--- config.mk ---
export PLATFORM = sky130hd
export DESIGN_NAME = seg7_scan_driver
export DESIGN_NICKNAME = d
export VERILOG_FILES = /design/src/rtl/seg7_scan_driver.sv
export SDC_FILE = /design/constraint.sdc
export NUM_CORES = 1
export LEC_CHECK = 0
export ABC_AREA = 1
export CAP_MARGIN = 0
export CELL_PAD_IN_SITES_DETAIL_PLACEMENT = 2
export CELL_PAD_IN_SITES_GLOBAL_PLACEMENT = 2
export CORE_MARGIN = 2
export CORE_UTILIZATION = 30
export CTS_BUF_LIST = sky130_fd_sc_hd__clkbuf_4
export CTS_CLUSTER_SIZE = 10
export DETAILED_ROUTE_END_ITERATION = 12
export PLACE_DENSITY_LB_ADDON = 0.1
export SLEW_MARGIN = 20
export SYNTH_ARGS = -nofsm -noshare
export SYNTH_HDL_FRONTEND = slang
export SYNTH_SLANG_ARGS = --single-unit
--- constraint.sdc ---
create_clock -name clk -period 3.7 [get_ports clk]
set_input_delay 0.74 -clock clk [delete_from_list [all_inputs] [get_ports clk]]
set_output_delay 0.74 -clock clk [all_outputs]
set_load 0.01 [all_outputs]
--- src/rtl/seg7_scan_driver.sv ---
// Four-digit multiplexed seven-segment driver: iterative double-dabble binary-to-BCD
// conversion feeding display registers, plus a free-running anode scanner.
module seg7_scan_driver #(
  parameter int SCAN_DIV = 50000
) (
  input  logic        clk,
  input  logic        reset,
  input  logic [13:0] value,
  input  logic        load,
  input  logic        blank_lz,
  input  logic [3:0]  dp_mask,
  output logic        busy,
  output logic [3:0]  digit,
  output logic [7:0]  seg
);

  localparam int              DIV_W    = $clog2(SCAN_DIV);
  localparam logic [DIV_W-1:0] DIV_LAST = DIV_W'(SCAN_DIV - 1);

  typedef enum logic [1:0] {S_IDLE, S_SHIFT, S_COMMIT} state_e;

  state_e            state_q, state_d;
  logic [13:0]       bin_q, bin_d;
  logic [15:0]       bcd_q, bcd_d;
  logic [3:0]        cnt_q, cnt_d;
  logic              ovf_q, ovf_d;
  logic              blank_q, blank_d;
  logic [3:0]        dp_q, dp_d;
  logic [15:0]       disp_bcd_q, disp_bcd_d;
  logic              disp_ovf_q, disp_ovf_d;
  logic              disp_blank_q, disp_blank_d;
  logic [3:0]        disp_dp_q, disp_dp_d;
  logic [DIV_W-1:0]  div_q, div_d;
  logic [1:0]        idx_q, idx_d;
  logic [3:0]        digit_q, digit_d;
  logic [7:0]        seg_q, seg_d;

  logic [15:0]       bcd_adj;
  logic [15:0]       upper;
  logic [3:0]        cur_nib;
  logic              lead_blank;

  function automatic logic [6:0] decode(input logic [3:0] d);
    case (d)
      4'd0:    decode = 7'b0000001;
      4'd1:    decode = 7'b1001111;
      4'd2:    decode = 7'b0010010;
      4'd3:    decode = 7'b0000110;
      4'd4:    decode = 7'b1001100;
      4'd5:    decode = 7'b0100100;
      4'd6:    decode = 7'b0100000;
      4'd7:    decode = 7'b0001111;
      4'd8:    decode = 7'b0000000;
      4'd9:    decode = 7'b0000100;
      default: decode = 7'b1111111;
    endcase
  endfunction

  // Double-dabble correction: nibbles >= 5 get +3 so the following shift carries into the next decade.
  always_comb begin
    for (int i = 0; i < 4; i++) begin
      bcd_adj[4*i +: 4] = (bcd_q[4*i +: 4] >= 4'd5) ? bcd_q[4*i +: 4] + 4'd3 : bcd_q[4*i +: 4];
    end
  end

  // NOTE: every always_comb output gets a default first, so no path can infer a latch.
  always_comb begin
    state_d      = state_q;
    bin_d        = bin_q;
    bcd_d        = bcd_q;
    cnt_d        = cnt_q;
    ovf_d        = ovf_q;
    blank_d      = blank_q;
    dp_d         = dp_q;
    disp_bcd_d   = disp_bcd_q;
    disp_ovf_d   = disp_ovf_q;
    disp_blank_d = disp_blank_q;
    disp_dp_d    = disp_dp_q;
    case (state_q)
      S_IDLE: begin
        if (load) begin
          bin_d   = value;
          bcd_d   = 16'h0000;
          cnt_d   = 4'd0;
          ovf_d   = (value > 14'd9999);
          blank_d = blank_lz;
          dp_d    = dp_mask;
          state_d = S_SHIFT;
        end
      end
      S_SHIFT: begin
        {bcd_d, bin_d} = {bcd_adj[14:0], bin_q, 1'b0};
        cnt_d          = cnt_q + 4'd1;
        if (cnt_q == 4'd13) state_d = S_COMMIT;
      end
      S_COMMIT: begin
        disp_bcd_d   = bcd_q;
        disp_ovf_d   = ovf_q;
        disp_blank_d = blank_q;
        disp_dp_d    = dp_q;
        state_d      = S_IDLE;
      end
      default: state_d = S_IDLE;
    endcase
  end

  // A digit is a leading zero when it and every higher digit are zero; digit 0 always shows.
  always_comb begin
    div_d      = div_q + DIV_W'(1);
    idx_d      = idx_q;
    if (div_q == DIV_LAST) begin
      div_d = '0;
      idx_d = idx_q + 2'd1;
    end
    upper      = disp_bcd_q >> {idx_q, 2'b00};
    cur_nib    = upper[3:0];
    lead_blank = disp_blank_q && (idx_q != 2'd0) && (upper == 16'h0000);
    digit_d    = ~(4'b0001 << idx_q);
    if (disp_ovf_q) seg_d = 8'b11111101;
    else            seg_d = {lead_blank ? 7'b1111111 : decode(cur_nib), ~disp_dp_q[idx_q]};
  end

  // NOTE: sequential state uses non-blocking assignments so every register samples pre-edge values.
  always_ff @(posedge clk) begin
    if (reset) begin
      state_q      <= S_IDLE;
      bin_q        <= '0;
      bcd_q        <= '0;
      cnt_q        <= '0;
      ovf_q        <= 1'b0;
      blank_q      <= 1'b0;
      dp_q         <= '0;
      disp_bcd_q   <= '0;
      disp_ovf_q   <= 1'b0;
      disp_blank_q <= 1'b0;
      disp_dp_q    <= '0;
      div_q        <= '0;
      idx_q        <= '0;
      digit_q      <= 4'b1110;
      seg_q        <= 8'b00000011;
    end else begin
      state_q      <= state_d;
      bin_q        <= bin_d;
      bcd_q        <= bcd_d;
      cnt_q        <= cnt_d;
      ovf_q        <= ovf_d;
      blank_q      <= blank_d;
      dp_q         <= dp_d;
      disp_bcd_q   <= disp_bcd_d;
      disp_ovf_q   <= disp_ovf_d;
      disp_blank_q <= disp_blank_d;
      disp_dp_q    <= disp_dp_d;
      div_q        <= div_d;
      idx_q        <= idx_d;
      digit_q      <= digit_d;
      seg_q        <= seg_d;
    end
  end

  assign busy  = (state_q != S_IDLE);
  assign digit = digit_q;
  assign seg   = seg_q;

endmodule

; Yosys cells after proc, flatten, opt, wreduce, memory -nomap -nowiden
; Memories as Yosys holds them, arrays and structs flattened.
; Index checks and enable logic that the tools add are counted.
[op_classes]
shift = 2
n_eq_ne = 6
add_sub_neg = 7
n_bitwise = 2
mux = 17
n_reduce_logical = 12
order_cmp = 6
[ops]
columns = cell, n
row1 = case mux 16 bit (2 select lines), 1
row2 = case mux 14 bit (2 select lines), 1
row3 = adder 16 x 1 -> 16 bit (second input constant), 1
row4 = equality test 16 bit (second input constant), 1
row5 = greater-or-equal comparator 4 x 3 -> 1 bit (second input constant), 4
row6 = logical NOT 16 bit, 1
row7 = two-way mux 16 bit, 1
row8 = two-way mux 4 bit, 4
row9 = right shift 16 x 4 -> 16 bit, 1
row10 = > comparator 14 bit (second input constant), 1
row11 = two-way mux 14 bit, 1
row12 = adder 4 x 2 -> 4 bit (second input constant), 3
row13 = two-way mux 8 bit, 1
row14 = case mux 4 bit (2 select lines), 1
row15 = two-way mux 7 bit, 1
row16 = AND reduction 2 bit, 3
row17 = nonzero test 2 bit, 3
row18 = adder 4 x 1 -> 4 bit (second input constant), 1
row19 = equality test 4 bit (second input constant), 1
row20 = two-way mux 2 bit, 2
row21 = inequality test 2 bit (second input constant), 2
row22 = inverter 4 bit, 1
row23 = case mux 2 bit (2 select lines), 1
row24 = OR reduction 2 bit, 2
row25 = other kinds (12), 13
[totals]
mem_count = 1
input_bits = 22
register_bits = 94
rom_bits = 112
[mem_list]
columns = memory, depth, word_bits, read_ports, rd_clocked_by_memory_dff, wr, line
row1 = (no name shown), 16, 7, 1, 0, 0, 44  ; case (d)

; Longest topological paths before layout
; Gate-level depths: netlist (run 1).
[depth]
word_depth = 5
ltp_mapped = 15
mapped_depth_nobuf = 14

; Worst setup path after synthesis (run 1)
; OpenSTA, ideal clock, no wires.
[synth_path]
kind = register -> register
from = reg idx_q[0]
to = reg seg_q[2] (netlist: seg[2])
arrival_ps = 1717
required_time_ps = 3644
synth_period_minus_slack_ps = 1773
path_slack_ps = 1927
path_buffers = 1
stages_incl_launch_ff = 15
path_cell_list = dfxtp_1 -> inv_2 -> buf_6 -> nand2_1 -> nand2_2 -> o21ai_2 -> ha_1 -> inv_1 -> nor2_1 -> nand4_1 -> nor3_1 -> nand2_2 -> nand3_1 -> nand2_1 -> inv_1
[synth_between]
elab_chain_cells = 5
[synth_lines]
columns = item, line
row1 = start: declaration, 34  ; logic [1:0] idx_q, idx_d;
row2 = start signal: assignment, 154  ; idx_q <= idx_d;
row3 = "parallel branches: the longest is 3 deep, another holds memory read (16 x 7 bit)", n/a
row4 = two-way mux 7 bit (*), 120  ; else seg_d = {lead_blank ? 7'b1111111 : decode(cur_nib), ~disp_dp_q[idx_q]};
row5 = two-way mux 8 bit (*), 119  ; if (disp_ovf_q) seg_d = 8'b11111101;
row6 = end signal: assignment, 156  ; seg_q <= seg_d;
row7 = end: declaration, 36  ; logic [7:0] seg_q, seg_d;
; Mark *: on every way between the ends.
; A chain may end at the register's enable or synchronous reset.

; Final worst setup path (run 1)
[layout_path]
from = reg idx_q[0]
to = reg seg_q[7] (netlist: seg[7])
; Same word-level chain as after synthesis.

==> run summary, run 1 <==
The total number of yosys warnings is 0. The initial utilization of the core area, before any placement, comes to 30.5%. The worst register-to-register path has a depth of 13.

The final routed wirelength across all metal layers is 12.1 mm. The measured slew at the worst slew-check pin came out at 0.599 ns. The final hold violation count was 0. The placed wire-length estimate is 9.01 mm.

The fill cell instance count of the final layout came out at 1709. The time the final worst path needs with I/O delays and setup is 2.50 ns. For this run, the top clock speed supported by timing is 400 MHz. For this run, the detailed router's first-pass iteration total came to 4. The area of the mapped netlist is 4420 um^2.

Setup repair after global routing left no endpoint under its margin. The net count of the mapped netlist came out at 653. The number of antenna violations at the first check in global routing came to 1. The number of buffers on the longest clock path came out at 2. The chip width came out at 125 um. The total number of placement rows is 44. The endpoint of the worst register-to-register path is seg[7]. The detailed-route via count is 4009.

The register bit count reported by yosys is 94. The later pin in the worst-skew pair is clocked with a latency of 0.47 ns. The average size of a mapped cell came out at 7.24 um^2. In the global route stage, overall resource usage came out at 16.2%. The via count of the first global-routing pass is 4430. The area growth from synthesis to layout came out at 14.9%. Leaving out fill and tap cells, the most frequent cell in the layout is nand2_1.

The path type of the worst min-delay path is reg -> reg. The multi-input logic area came out at 2160 um^2. The H-tree was split into 3 levels.

Tracing the worst setup path back leads to its startpoint at idx_q[0]. In this run the count of I/O pins placed on the die edge is 35. The worst hold path terminates at div_q[0]. The ratio of final minimum period to clock period came out at 67.6%. The reported max-cap violation count came out at 0.

The remaining antenna violation count after routing is 0. Once the clock tree was built, the setup fixing pass inserted 0 buffers. The instance count along the most critical hold path came out at 1. The worst slew margin relative to its limit is 60.0%. The clock slew seen by the registers of the worst setup and hold paths is 0.15 ns. The standby leakage power is 2.11 nW.

The worst setup slack for register-to-register paths came out at 1.20 ns. The number of port buffers is 34. The synthesized netlist cell count is 611. In the routed layout, each cell is associated on average with a via count of 4.82.

For the worst setup path, the data arrival time is 2.92 ns. Summing all flip-flop and latch instances after layout gives 1880 um^2. Yosys attributes the largest share of cell area to dfxtp_1, nand2_1, a21oi_1.

Entering global routing, the biggest net connects 39 pins. The TritonCTS clock tree is built. The initial detailed-routing violation count came out at 130.

In the layout the commonest cells are nand2_1, dfxtp_1, nor2_1, inv_1, a21oi_1. The startpoint of the most critical register-to-register path is idx_q[0]. Routability-driven placement finished with a final weighted congestion of 0.771. The post-layout net count came out at 683. The floorplan core area came out at 14500 um^2. For this design the ratio of total power to cell area is 343 nW/um^2. The wire length of the first global-routing pass came out at 20.9 mm.

CTS placed an instance of clkbuf_4 at the clock tree root. The number of setup violations in the final report came out at 0. The die height is 125 um. The cell type with the highest aggregate area in the netlist is dfxtp_1.

The post-route clock skew is 0.0290 ns. The post-synthesis cell type count came out at 32. The run finished with clean final reports. The routed length per instance came out at 14.5 um.

The total power of the final layout is 1.74 mW. The maximum vdd drop is 0.000146 V. The total congestion overflow after global routing came out at 0. The worst setup path is captured at a register.

Summed over all failing endpoints, the final setup total negative slack is 0 ns. The clock net in this run drives a total of 94 sinks. The worst min-delay path startpoint is div_q[0].

The final routed DRC violation total is 0. Of all nets on the critical path, the largest fanout is 15. The count of final max-slew check failures came out at 0. The area enclosed by the die boundary came out at 15700 um^2.

STA classifies the critical path startpoint as a register. The proportion of layout cells with a drive suffix above 1 came out at 8.05%. The area share of the largest cell type after synthesis is 42.5%. The post-synthesis sequential area ratio came out at 42.5%. The critical path in this run is classified as reg -> reg. The number of hold buffers added after cts came out at 0.

The number of buffers created by CTS is 9. The post-cts sizing count is 0. For the worst setup path, the data required time is 4.12 ns.
## Yosys cell counts (all sizes together)
cell type,n
buf,13
nor3,10
nand3b,4
nor2,73
or2,2
a21oi,55
o21ai,47
inv,70
o32ai,1
a221oi,4
a31oi,6
nand3,44
nor4,2
ha,20
dfxtp,94
clkinv,3
nand2,134
nand4,6
clkbuf,10
a22oi,5
xor2,8
## final cells by class
cell class	count	share of cell area, %
Antenna cell	1	0.0493
Multi-Input combinational cell	421	42.5
Timing Repair Buffer	42	7.88
Clock buffer	9	1.33
Clock inverter	7	1.28
Inverter	73	5.39
Sequential cell	94	37.0
Tap cell	184	4.53
## report_power, final
group | internal [mW] | total (mW) | switching [mW]
Sequential | 1.03 | 1.05 | 0.0136
Combinational | 0.0519 | 0.127 | 0.0755
Clock | 0.202 | 0.567 | 0.365
Total | 1.29 | 1.74 | 0.454
## registers in the layout, indices dropped and copies added, names as in the netlist, 8 cells and up
signal	count
bcd_q	16
div_q	16
disp_bcd_q	16
bin_q	14
seg	8
## critical path, stage by stage (launching register included)
cell	delay, ns
dfxtp_1	0.73
inv_2	0.28
nand2_1	0.13
nand2_2	0.07
o21ai_2	0.25
ha_1	0.19
inv_1	0.05
nor2_1	0.10
nand4_1	0.08
nor3_1	0.19
nand2_2	0.15
nand3_1	0.12
nand2_1	0.06
inv_1	0.06
## how the worst max path moves through the flow
stage | endpoint | slack (ns) | depth (start not counted)
after global placement | bin_q[12] | 1.08 | 9
final | seg[7] | 1.20 | 13
after detailed placement | cnt_q[1] | 1.01 | 8
after floorplan | seg[2] | 1.93 | 14
after CTS | seg[7] | 1.15 | 13
after global routing | seg[5] | 0.88 | 13
## layer usage
metal	global-route usage (%)	part of all wire, %	routed length (um)	vias to the layer above
met4	4.51	1.1	134	0
met3	3.12	2.0	238	12
met1	19.6	48	5760	1935
met5	0	0	0	-
li1	-	-	-	2035
met2	29.0	49	5950	27
## through the flow
step	cell area [um^2]	setup WS [ns]	hold WS, ns	cells	util, %
2_1_floorplan	4420	1.93	0.418	611	-
4_1_cts	5080	1.15	0.479	830	35.1
3_5_place_dp	4940	1.01	0.458	814	34.2
5_1_grt	5080	0.883	0.505	831	35.1
3_3_place_gp	4940	1.08	0.429	814	34.2
6_report	5080	1.20	0.470	831	35.1
## kinds of logic (layout without fill, tap and decap cells)
group           after synthesis  after routing  share of synthesized area (%)
flops                        94             94                           42.5
compound gates              118            118                           14.3
xor+xnor                      8              8                           1.58
simple gates                275            275                           27.1
other cells                   0              1                              0
fa+ha+maj                    20             20                           5.66
buf+inv                      96            131                           8.77
No activity file was read; power rests on OpenSTA's default activity.
==> run 2, diff against run 1 <==
Clock period 3.7 ns to 2.17 ns, I/O delays scaled along.
==> run 2 against run 1 <==
Compared with the run above:
- clock power increased by 96%
- sequential share of layout area is 0.71 points lower
- cell area rose by 1.9%
- routed wire length increased by 1.6%
- via count up 1.0%
- critical path type is now reg -> out
==> run summary, run 2 (synthesis results as in run 1) <==
The run finished with clean final reports. By startpoint and endpoint, the worst setup path is classified as reg -> out. The storage element area is 1880 um^2.

In this run the worst path has a maximum fanout of 3. The chip width came out at 125 um. The number of buffers on the longest clock path is 2.

The largest stage delay on the critical path is 0.52 ns. The kind of end point of the critical path is an output port. The library cell used most frequently in the layout, excluding fill and tap cells, is nand2_1. The total power of the final layout came out at 3.13 mW. After routing, the total negative slack on setup checks comes to 0 ns. The number of setup violations in the final report came out at 0. In this run the tightest slew margin relative to its limit is 68.1%.

Across the VDD grid, the largest voltage drop is 0.000215 V. For hold timing, the worst endpoint is div_q[0]. The reported max-cap violation count is 0. The number of port buffers is 34.

The detailed-route via count came out at 4050. The remaining antenna violation count after routing is 0. The startpoint identified for the worst hold timing path is div_q[0]. The ratio of final minimum period to clock period came out at 89.0%. The cell area after placement came out at 5000 um^2. The post-layout worst setup margin came out at 0.239 ns. Walking the worst path, the cells encountered are inv_2 > nand2_1 > clkdlybuf4s50_1. At the end of routability-driven placement, the weighted congestion stood at 0.769. For this run the aggregate overflow at the end of global routing stands at 0. The multi-input logic area came out at 2170 um^2. The final instance area came out at 5180 um^2. The nature of the critical path startpoint is a register.

For this configuration, the core starts out at a cell density of 30.5%. The final hold violation count came out at 0. The area growth from synthesis to layout came out at 17.1%. The largest registers in the layout are bcd_q: 16 flops, disp_bcd_q: 16 flops, div_q: 16 flops.

The post-route clock skew came out at 0.00938 ns. The number of cells traversed by the worst register-to-register path is 13. The number of buffers created by CTS came out at 9. In this run the clock root is driven by a clkbuf_4. After filler insertion, the fill cell instance count of the layout stands at 1761.

The number of sinks on the clock net is 94. The overall routing resource usage is 16.4%. STA puts the critical path data required time at 1.74 ns. The worst register-to-register path begins at idx_q[0]. The path type of the worst min-delay path is reg -> reg.

After detailed placement, the design holds a cell count of 820. The wire length of the first global-routing pass came out at 21.1 mm. The area enclosed by the die boundary is 15700 um^2. The proportion of layout cells with a drive suffix above 1 came out at 9.20%. The number of hold buffers added after cts came out at 0. The power density over the cells is 605 nW/um^2. The instance count along the most critical hold path came out at 1. Leaving out fill and tap cells, the most frequent cells in the layout are nand2_1, dfxtp_1, nor2_1, inv_1, a21oi_1. The worst setup slack before clock tree synthesis is 0.212 ns. The clock slew seen by the registers of the worst setup and hold paths came out at 0.15 ns. Detailed placement finished with a half-perimeter wire length of 9.13 mm. The average via count per standard cell is 4.84.

The number of antenna violations at the first check in global routing is 1. The floorplan core area came out at 14500 um^2. The TritonCTS clock tree is built.

The via count of the first global-routing pass was 4294. The worst setup slack for register-to-register paths came out at 0.30 ns. The count of final max-slew check failures is 0. The final non-filler cell total is 837. The final routed wirelength across all metal layers came out at 12.3 mm. The post-layout net count is 689. The fmax came out at 518 MHz.

The die height is 125 um. The clock latency on the worst-skew pair is 0.46 ns. The largest net degree at the start of global routing is 36. The endpoint identified for the worst register-to-register timing path is seg[4].

The slowest cell on the critical path is clkdlybuf4s50_1. The count of boundary I/O pins came out at 35. The final routed DRC violation total is 0.

In the final routed layout, each cell accounts on average for 14.7 um. The number of post-CTS setup repair buffers is 0. The data arrival at the endpoint of the critical path is 1.50 ns.

For the pin with the worst max-slew slack, the measured transition is 0.478 ns. The total number of placement rows is 44. The standby leakage power came out at 2.16 nW. The first-pass iteration count of the detailed router is 4. Setup repair after global routing left no endpoint under its margin. The initial detailed-routing violation count is 153. The depth of the CTS H-tree is 3. The worst path in the final design needs a cycle of 1.93 ns, including I/O delays and setup.
==> run 2: what timing repair did <==
action | 4_1_cts | 5_1_grt
hold endpoints to repair | 0 | 0
setup endpoints to repair | 0 | 7
resized for setup | 0 | 2
==> run 2: cell type report <==
type	count	share of cell area, %
antenna	1	0.0483
multi-input combinational	421	41.9
sequential	94	36.3
clock buffer	12	1.74
inverter	73	5.29
clock inverter	4	1.38
timing repair buffer	48	8.84
tap	184	4.45
==> run 2: critical path, delay by kind of cell, from the launching register on <==
kind / cells / cell delay [ns]
buffers and inverters: 2 / 0.58
DFF: 1 / 0.39
and+or+nand+nor: 1 / 0.06
==> run 2: where the power goes <==
group | switching (mW) | total, mW | internal [mW]
Sequential | 0.0223 | 1.79 | 1.76
Clock | 0.609 | 1.11 | 0.504
Combinational | 0.135 | 0.234 | 0.0993
==> run 2: worst max path at each step <==
stage,from,to,slack (ns),cells past startpoint
6_report,state_q[1],busy,0.24,3
5_1_grt,idx_q[0],seg[4],0.03,13
4_1_cts,idx_q[0],seg[4],0.17,13
3_5_place_dp,idx_q[0],seg[4],0.21,13
3_3_place_gp,reset,div_q[13],0.33,4
2_1_floorplan,idx_q[0],seg[2],0.40,14
==> run 2: metrics by stage <==
stage	utilization, %	hold WS, ns
finish	35.8	0.470
global route	35.8	0.495
global placement	34.5	0.426
floorplan	-	0.418
CTS	35.7	0.472
detailed placement	34.5	0.446
==> run 2: layer usage <==
layer	vias to the layer above	global-route usage [%]	share of wire (%)
met4	0	6.01	1.5
met2	26	28.6	49
li1	2049	-	-
met1	1962	20.4	48
met5	-	0	0
met3	13	2.61	1.8
==> run 3, diff against run 2 <==
Settings changed: CTS_CLUSTER_SIZE 10 to 12.
==> results of run 3 <==
The final DEF is identical to that of run 2; final timing and power are the same.
